File: src/rtl/rom_reader_pkg.sv
// ============================================================================
// Module      : rom_reader_pkg
// Description : Shared types and constants for the rom_reader read master.
// Revision    : 1.0 - initial release
// ============================================================================
`default_nettype none

package rom_reader_pkg;

    typedef enum logic [1:0] {
        ST_IDLE  = 2'd0,
        ST_RUN   = 2'd1,
        ST_DRAIN = 2'd2,
        ST_DONE  = 2'd3
    } state_t;

    localparam int C_BUF_DEPTH = 2;

endpackage

`default_nettype wire

File: src/rtl/rom_stream_fifo.sv
// ============================================================================
// Module      : rom_stream_fifo
// Description : Two-entry register FIFO holding ROM words and their last flag.
// Revision    : 1.0 - initial release
// ============================================================================
`default_nettype none

module rom_stream_fifo
    import rom_reader_pkg::*;
#(
    parameter int WIDTH = 1
) (
    input  logic             clk,
    input  logic             rst,
    input  logic             i_push,
    input  logic [WIDTH-1:0] i_push_data,
    input  logic             i_push_last,
    input  logic             i_pop,
    output logic [1:0]       o_count,
    output logic [WIDTH-1:0] o_head_data,
    output logic             o_head_last
);

    localparam logic [1:0] C_FULL = 2'(C_BUF_DEPTH);

    logic [WIDTH-1:0] r_mem  [C_BUF_DEPTH];
    logic             r_last [C_BUF_DEPTH];
    logic             r_wptr;
    logic             r_rptr;
    logic [1:0]       r_count;
    logic             w_do_push;
    logic             w_do_pop;

    assign w_do_pop  = i_pop && (r_count != 2'd0);
    // A push into a full buffer is only legal alongside a pop.
    assign w_do_push = i_push && ((r_count != C_FULL) || w_do_pop);

    always_ff @(posedge clk) begin
        if (rst) begin
            for (int i = 0; i < C_BUF_DEPTH; i++) begin
                r_mem[i]  <= '0;
                r_last[i] <= 1'b0;
            end
            r_wptr  <= 1'b0;
            r_rptr  <= 1'b0;
            r_count <= 2'd0;
        end else begin
            if (w_do_push) begin
                r_mem[r_wptr]  <= i_push_data;
                r_last[r_wptr] <= i_push_last;
                r_wptr         <= ~r_wptr;
            end
            if (w_do_pop) begin
                r_rptr <= ~r_rptr;
            end
            case ({w_do_push, w_do_pop})
                2'b10:   r_count <= r_count + 2'd1;
                2'b01:   r_count <= r_count - 2'd1;
                default: r_count <= r_count;
            endcase
        end
    end

    assign o_count     = r_count;
    assign o_head_data = r_mem[r_rptr];
    assign o_head_last = r_last[r_rptr] && (r_count != 2'd0);

endmodule

`default_nettype wire

File: src/rtl/rom_reader.sv
// ============================================================================
// Module      : rom_reader
// Description : Sequential ROM read master presenting words as a valid/ready
//               stream with a last-word marker.
// Revision    : 1.0 - initial release
// ============================================================================
`default_nettype none

module rom_reader
    import rom_reader_pkg::*;
#(
    parameter int ROM_WIDTH     = 1,
    parameter int ROM_ADDR_BITS = 14
) (
    input  logic                     clk,
    input  logic                     reset,
    input  logic                     start,
    input  logic [ROM_ADDR_BITS-1:0] base_addr,
    input  logic [ROM_ADDR_BITS:0]   length,
    output logic                     busy,
    output logic                     done,
    output logic [ROM_ADDR_BITS-1:0] rom_address,
    output logic                     rom_enable,
    input  logic [ROM_WIDTH-1:0]     rom_data,
    output logic [ROM_WIDTH-1:0]     m_data,
    output logic                     m_valid,
    input  logic                     m_ready,
    output logic                     m_last
);

    localparam logic [ROM_ADDR_BITS:0] C_CNT_ZERO = '0;
    localparam logic [ROM_ADDR_BITS:0] C_CNT_ONE  = {{ROM_ADDR_BITS{1'b0}}, 1'b1};

    state_t                   r_state;
    state_t                   w_state_nxt;
    logic [ROM_ADDR_BITS-1:0] r_addr;
    logic [ROM_ADDR_BITS:0]   r_issue_cnt;
    logic [ROM_ADDR_BITS:0]   r_ret_cnt;
    logic                     r_pending;
    logic                     r_pending_last;
    logic [1:0]               w_count;
    logic                     w_pop;
    logic                     w_issue;
    logic                     w_start;

    rom_stream_fifo #(
        .WIDTH (ROM_WIDTH)
    ) u_fifo (
        .clk         (clk),
        .rst         (reset),
        .i_push      (r_pending),
        .i_push_data (rom_data),
        .i_push_last (r_pending_last),
        .i_pop       (w_pop),
        .o_count     (w_count),
        .o_head_data (m_data),
        .o_head_last (m_last)
    );

    assign m_valid = (w_count != 2'd0);
    assign w_pop   = m_valid && m_ready;
    assign w_start = (r_state == ST_IDLE) && start;

    // Issue only when the word it returns is guaranteed a buffer slot.
    assign w_issue = (r_state == ST_RUN) && (r_issue_cnt != C_CNT_ZERO) &&
                     (({1'b0, w_count} + {2'b00, r_pending}) < (3'd2 + {2'b00, w_pop}));

    assign rom_enable  = w_issue;
    assign rom_address = r_addr;
    assign busy        = (r_state != ST_IDLE);
    assign done        = (r_state == ST_DONE);

    always_comb begin
        w_state_nxt = r_state;
        case (r_state)
            ST_IDLE: begin
                if (start) begin
                    w_state_nxt = (length == C_CNT_ZERO) ? ST_DONE : ST_RUN;
                end
            end
            ST_RUN: begin
                if (w_issue && (r_issue_cnt == C_CNT_ONE)) begin
                    w_state_nxt = ST_DRAIN;
                end
            end
            ST_DRAIN: begin
                if (w_pop && (r_ret_cnt == C_CNT_ONE)) begin
                    w_state_nxt = ST_DONE;
                end
            end
            ST_DONE: begin
                w_state_nxt = ST_IDLE;
            end
            default: begin
                w_state_nxt = ST_IDLE;
            end
        endcase
    end

    always_ff @(posedge clk) begin
        if (reset) begin
            r_state        <= ST_IDLE;
            r_addr         <= '0;
            r_issue_cnt    <= '0;
            r_ret_cnt      <= '0;
            r_pending      <= 1'b0;
            r_pending_last <= 1'b0;
        end else begin
            r_state        <= w_state_nxt;
            r_pending      <= w_issue;
            r_pending_last <= w_issue && (r_issue_cnt == C_CNT_ONE);
            if (w_start) begin
                r_addr      <= base_addr;
                r_issue_cnt <= length;
                r_ret_cnt   <= length;
            end else begin
                // The address stops advancing after the final issue so it holds.
                if (w_issue) begin
                    r_issue_cnt <= r_issue_cnt - C_CNT_ONE;
                    if (r_issue_cnt != C_CNT_ONE) begin
                        r_addr <= r_addr + 1'b1;
                    end
                end
                if (w_pop) begin
                    r_ret_cnt <= r_ret_cnt - C_CNT_ONE;
                end
            end
        end
    end

endmodule

`default_nettype wire

File: config.mk
export PLATFORM = sky130hd
export DESIGN_NAME = rom_reader
export DESIGN_NICKNAME = d
export VERILOG_FILES = /design/src/rtl/rom_reader_pkg.sv /design/src/rtl/rom_stream_fifo.sv /design/src/rtl/rom_reader.sv
export SDC_FILE = /design/constraint.sdc
export NUM_CORES = 1
export LEC_CHECK = 0
export CAP_MARGIN = 20
export CORE_AREA = 5 5 81 101
export DETAILED_ROUTE_END_ITERATION = 12
export DIE_AREA = 0 0 86 106
export PLACE_DENSITY = 0.8
export SYNTH_ARGS = -nofsm -noshare
export SYNTH_HDL_FRONTEND = slang
export SYNTH_HIERARCHICAL = 1
export SYNTH_SLANG_ARGS = --single-unit
File: constraint.sdc
create_clock -name clk -period 7.2 [get_ports clk]
set_input_delay 1.08 -clock clk [delete_from_list [all_inputs] [get_ports clk]]
set_output_delay 1.08 -clock clk [all_outputs]
set_load 0.005 [all_outputs]
==> out/metrics.csv <==
stage;metric;value;unit
global_route;first-pass GRT wire length;12.80;mm
clock_network;CTS tree;built;
layout;synthesis-to-layout area growth;23.74;%
setup_path;Crit. End Element;primary output;
global_route;grt total ovfl;0;
route;DR iter-0 viols;197;
logic_synthesis;share of flip-flops with an asynchronous set or reset;0;%
clock_network;Worst-path clk slew;70;ps
logic_synthesis;Mapped Cells;360;
timing;Final TNS setup;0;ps
power;Lkg Pwr;0.001352;µW
route;met2 WL post-DR;3.927;mm
placement;Placer Congestion;0.8430;
power;Comb power frac;41.8;%
flow_run;max cap viols;0;
layout;Multi-input gate area;0.001788;mm²
setup_path;CP max FO;9;
layout;fraction of layout cells with a size suffix above 1;6.569;%
layout;fin util;53.16;%
route;DRT antenna net count;0;
hold_path;worst hold path type;reg2reg;
layout;n_diodes;0;
logic_synthesis;main flop type after synthesis;dfxtp_1;
placement;Final HPWL DP;5.617;mm
route;Pre-antenna DRT Iters;5;
timing;Setup Skew;9.950;ps
route;Vias;2942;
floorplan;die width;86;µm
layout;register area;0.001181;mm²
power;Sw Pwr;503.9;µW
clock_network;CTS Hold Buffers Added;0;
timing;Fmax;226.5;MHz
timing;Min Hold Slack;494.9;ps
logic_synthesis;yosys warns;6;
setup_path;Setup Crit Path Kind;in2out;
route;Routed WL;7.719;mm
outcome;status;completed;
logic_synthesis;Post-synth EDFFs;4;
logic_synthesis;Mapped Avg Cell Area;8.623;µm²
global_route;largest net degree at the start of global routing;74;
setup_path;CP Data Arrival Time;3330;ps
timing;Final Max Slew Viols;0;
global_route;global-route usage over all layers;17.34;%
floorplan;Top Ports;54;
logic_synthesis;Seq/Total Area, Yosys;38.05;%
floorplan;Die Ht;106;µm
clock_network;setup bufs post-CTS;0;
route;wire length on met3;443;µm
timing;final setup vio count;0;
floorplan;Rows;35;
timing;worst-margin pin slew;837.6;ps
layout;Layout Nets;454;
logic_synthesis;number of distinct library cells after synthesis;55;
placement;post-place setup slack;2794;ps
timing;setup slack after layout;2786;ps
power;pwr/cell area;337.0;mW/mm²
timing;RSZ-0062 raised after global routing;false;
clock_network;TritonCTS buffer count;9;
route;DR WL/cell;15.35;µm
logic_synthesis;post-synth net total;407;
global_route;initial antenna violation count;0;
power;Pint;790.7;µW
setup_path;crit start category;primary input;
clock_network;post-cts sizing count;0;
timing;Tcrit/Tclk final;61.31;%
power;clock share of power;19.7;%
route;drt drc;0;
clock_network;clock sinks;57;
clock_network;Max clock buf depth;2;
global_route;vias in the first global route;2799;
clock_network;Clock Tree Root;clkbuf_8;
route;average via count per standard cell;5.849;
power;Seq pwr share;38.5;%
timing;fin crit period;4414;ps
timing;worst rel slew slack;44.10;%
power;sw frac;38.92;%
placement;IO buf count;53;
clock_network;clk_lat worst skew;330;ps
floorplan;Die Footprint;0.009116;mm²
layout;filler instances;681;
power;IR drop worst, VDD;0.0001425;V
floorplan;Initial Util;42.96;%
route;top layer reached by signal wires;met4;
timing;Hold Violations, Final;0;
clock_network;H-tree levels;3;
floorplan;area of the core;0.007226;mm²
logic_synthesis;Seq cells post-synth;57;
logic_synthesis;Mapped Area;0.003104;mm²
setup_path;CP required;6120;ps
route;met1 WL;3.255;mm
cell families after synthesis:
family                     Yosys count  share of synthesized area [%]
xor gates and xnor gates            23                          6.490
and+or+nand+nor                    114                          21.32
adders and majority gates           13                          5.240
buffers and inverters               33                          4.434
DFF                                 57                          38.05
muxes                                5                          1.854
AOI/OAI and AO/OA                  115                          22.61
registers in the layout, indices dropped and copies added (netlist names), named ones only:
| name | flops |
|---|---|
| r_issue_cnt | 15 |
| r_ret_cnt | 15 |
| rom_address | 14 |
| r_state | 2 |
| u_fifo/o_count | 2 |
| u_fifo/r_last | 2 |
| u_fifo/r_mem | 2 |
| r_pending | 1 |
| r_pending_last | 1 |
| u_fifo/r_rptr | 1 |
| u_fifo/r_wptr | 1 |
metal layers:
| metal | track usage [%] | up-vias |
|---|---|---|
| met5 | 0 | - |
| met3 | 5.426 | 9 |
| met2 | 29.55 | 82 |
| li1 | - | 1442 |
| met1 | 20.99 | 1409 |
| met4 | 4.299 | 0 |
layout by cell type (no fill, tap or decap), drive strengths merged, types with 2 or more instances in the layout:
| cell | netlist | routed |
|---|---|---|
| and2 | 2 | 2 |
| nor4 | 9 | 9 |
| and4b | 2 | 2 |
| inv | 15 | 15 |
| ha | 13 | 13 |
| mux2i | 2 | 2 |
| o31ai | 5 | 5 |
| o2111ai | 2 | 2 |
| o21a | 2 | 2 |
| a21oi | 23 | 23 |
| nor3 | 7 | 7 |
| mux2 | 3 | 3 |
| or2 | 3 | 3 |
| clkdlybuf4s50 | 0 | 53 |
| xor2 | 9 | 9 |
| or3 | 18 | 18 |
| and3 | 2 | 2 |
| and4 | 2 | 2 |
| dfxtp | 53 | 53 |
| nand3 | 7 | 7 |
| nor2 | 14 | 14 |
| nor2b | 4 | 4 |
| a31oi | 20 | 20 |
| or4 | 13 | 13 |
| nand4 | 7 | 7 |
| edfxtp | 4 | 4 |
| o21ai | 47 | 47 |
| clkbuf | 13 | 12 |
| xnor2 | 14 | 14 |
| nand2b | 4 | 4 |
| nor4b | 2 | 2 |
| o311a | 3 | 3 |
| o211ai | 2 | 2 |
| clkinv | 0 | 2 |
| nand2 | 17 | 17 |
| o2bb2ai | 2 | 2 |
cell usage after synthesis (3+ instances only):
library cell	count	area, µm²
nand2b_1	4	25.02
inv_1	13	48.80
nor2b_1	4	25.02
xnor2_1	14	122.6
dfxtp_1	53	1061
or2_2	3	18.77
clkbuf_1	13	48.80
nand4_1	7	43.79
o21ai_0	45	225.2
nor3_1	7	35.03
ha_1	13	162.7
nand2_1	17	63.81
edfxtp_1	4	120.1
a31oi_1	20	125.1
o311a_1	3	30.03
nor2_1	14	52.55
a21oi_1	23	115.1
or3_1	18	112.6
nand3_1	6	30.03
nor4_1	9	56.30
xor2_1	9	78.83
o31ai_1	5	37.54
or4_1	12	90.09
path summary, 6_finish.rpt:
kind / start / to / slack (ps) / depth (start not counted)
worst min-delay path: r_issue_cnt[13] / r_issue_cnt[13] / 490 / 1
worst min register to register: r_issue_cnt[13] / r_issue_cnt[13] / 490 / 1
worst max-delay path: m_ready / rom_enable / 2790 / 6
worst max register to register: r_issue_cnt[6] / rom_address[12] / 4390 / 5
worst max-delay path: stages:
cell	delay, ps
clkdlybuf4s50_1	500
o21ai_1	220
o21ai_1	560
nand3_2	290
inv_2	160
clkdlybuf4s50_1	520
per-stage QoR:
step / cell area, µm² / instances / power, µW
6_report: 3841 / 503 / 1295
5_1_grt: 3841 / 503 / 1395
4_1_cts: 3841 / 503 / 1299
3_5_place_dp: 3679 / 488 / 1042
3_3_place_gp: 3679 / 488 / 1018
2_1_floorplan: 3104 / 360 / 864.8
layout make-up:
class | count | area share [%]
Inverter | 15 | 1.466
Sequential cell | 57 | 30.75
Timing Repair Buffer | 54 | 14.01
Tap cell | 92 | 2.997
Clock inverter | 3 | 0.4560
Clock buffer | 12 | 3.779
Multi-Input combinational cell | 270 | 46.55
power by group through the flow:
stage | Combinational (µW) | Sequential (µW) | Clock, µW
finish | 541 | 498 | 255
global route | 606 | 514 | 275
CTS | 545 | 497 | 256
detailed placement | 540 | 502 | 0
global placement | 522 | 496 | 0
floorplan | 383 | 482 | 0
Note: power is estimated with default switching activity, not from simulation.
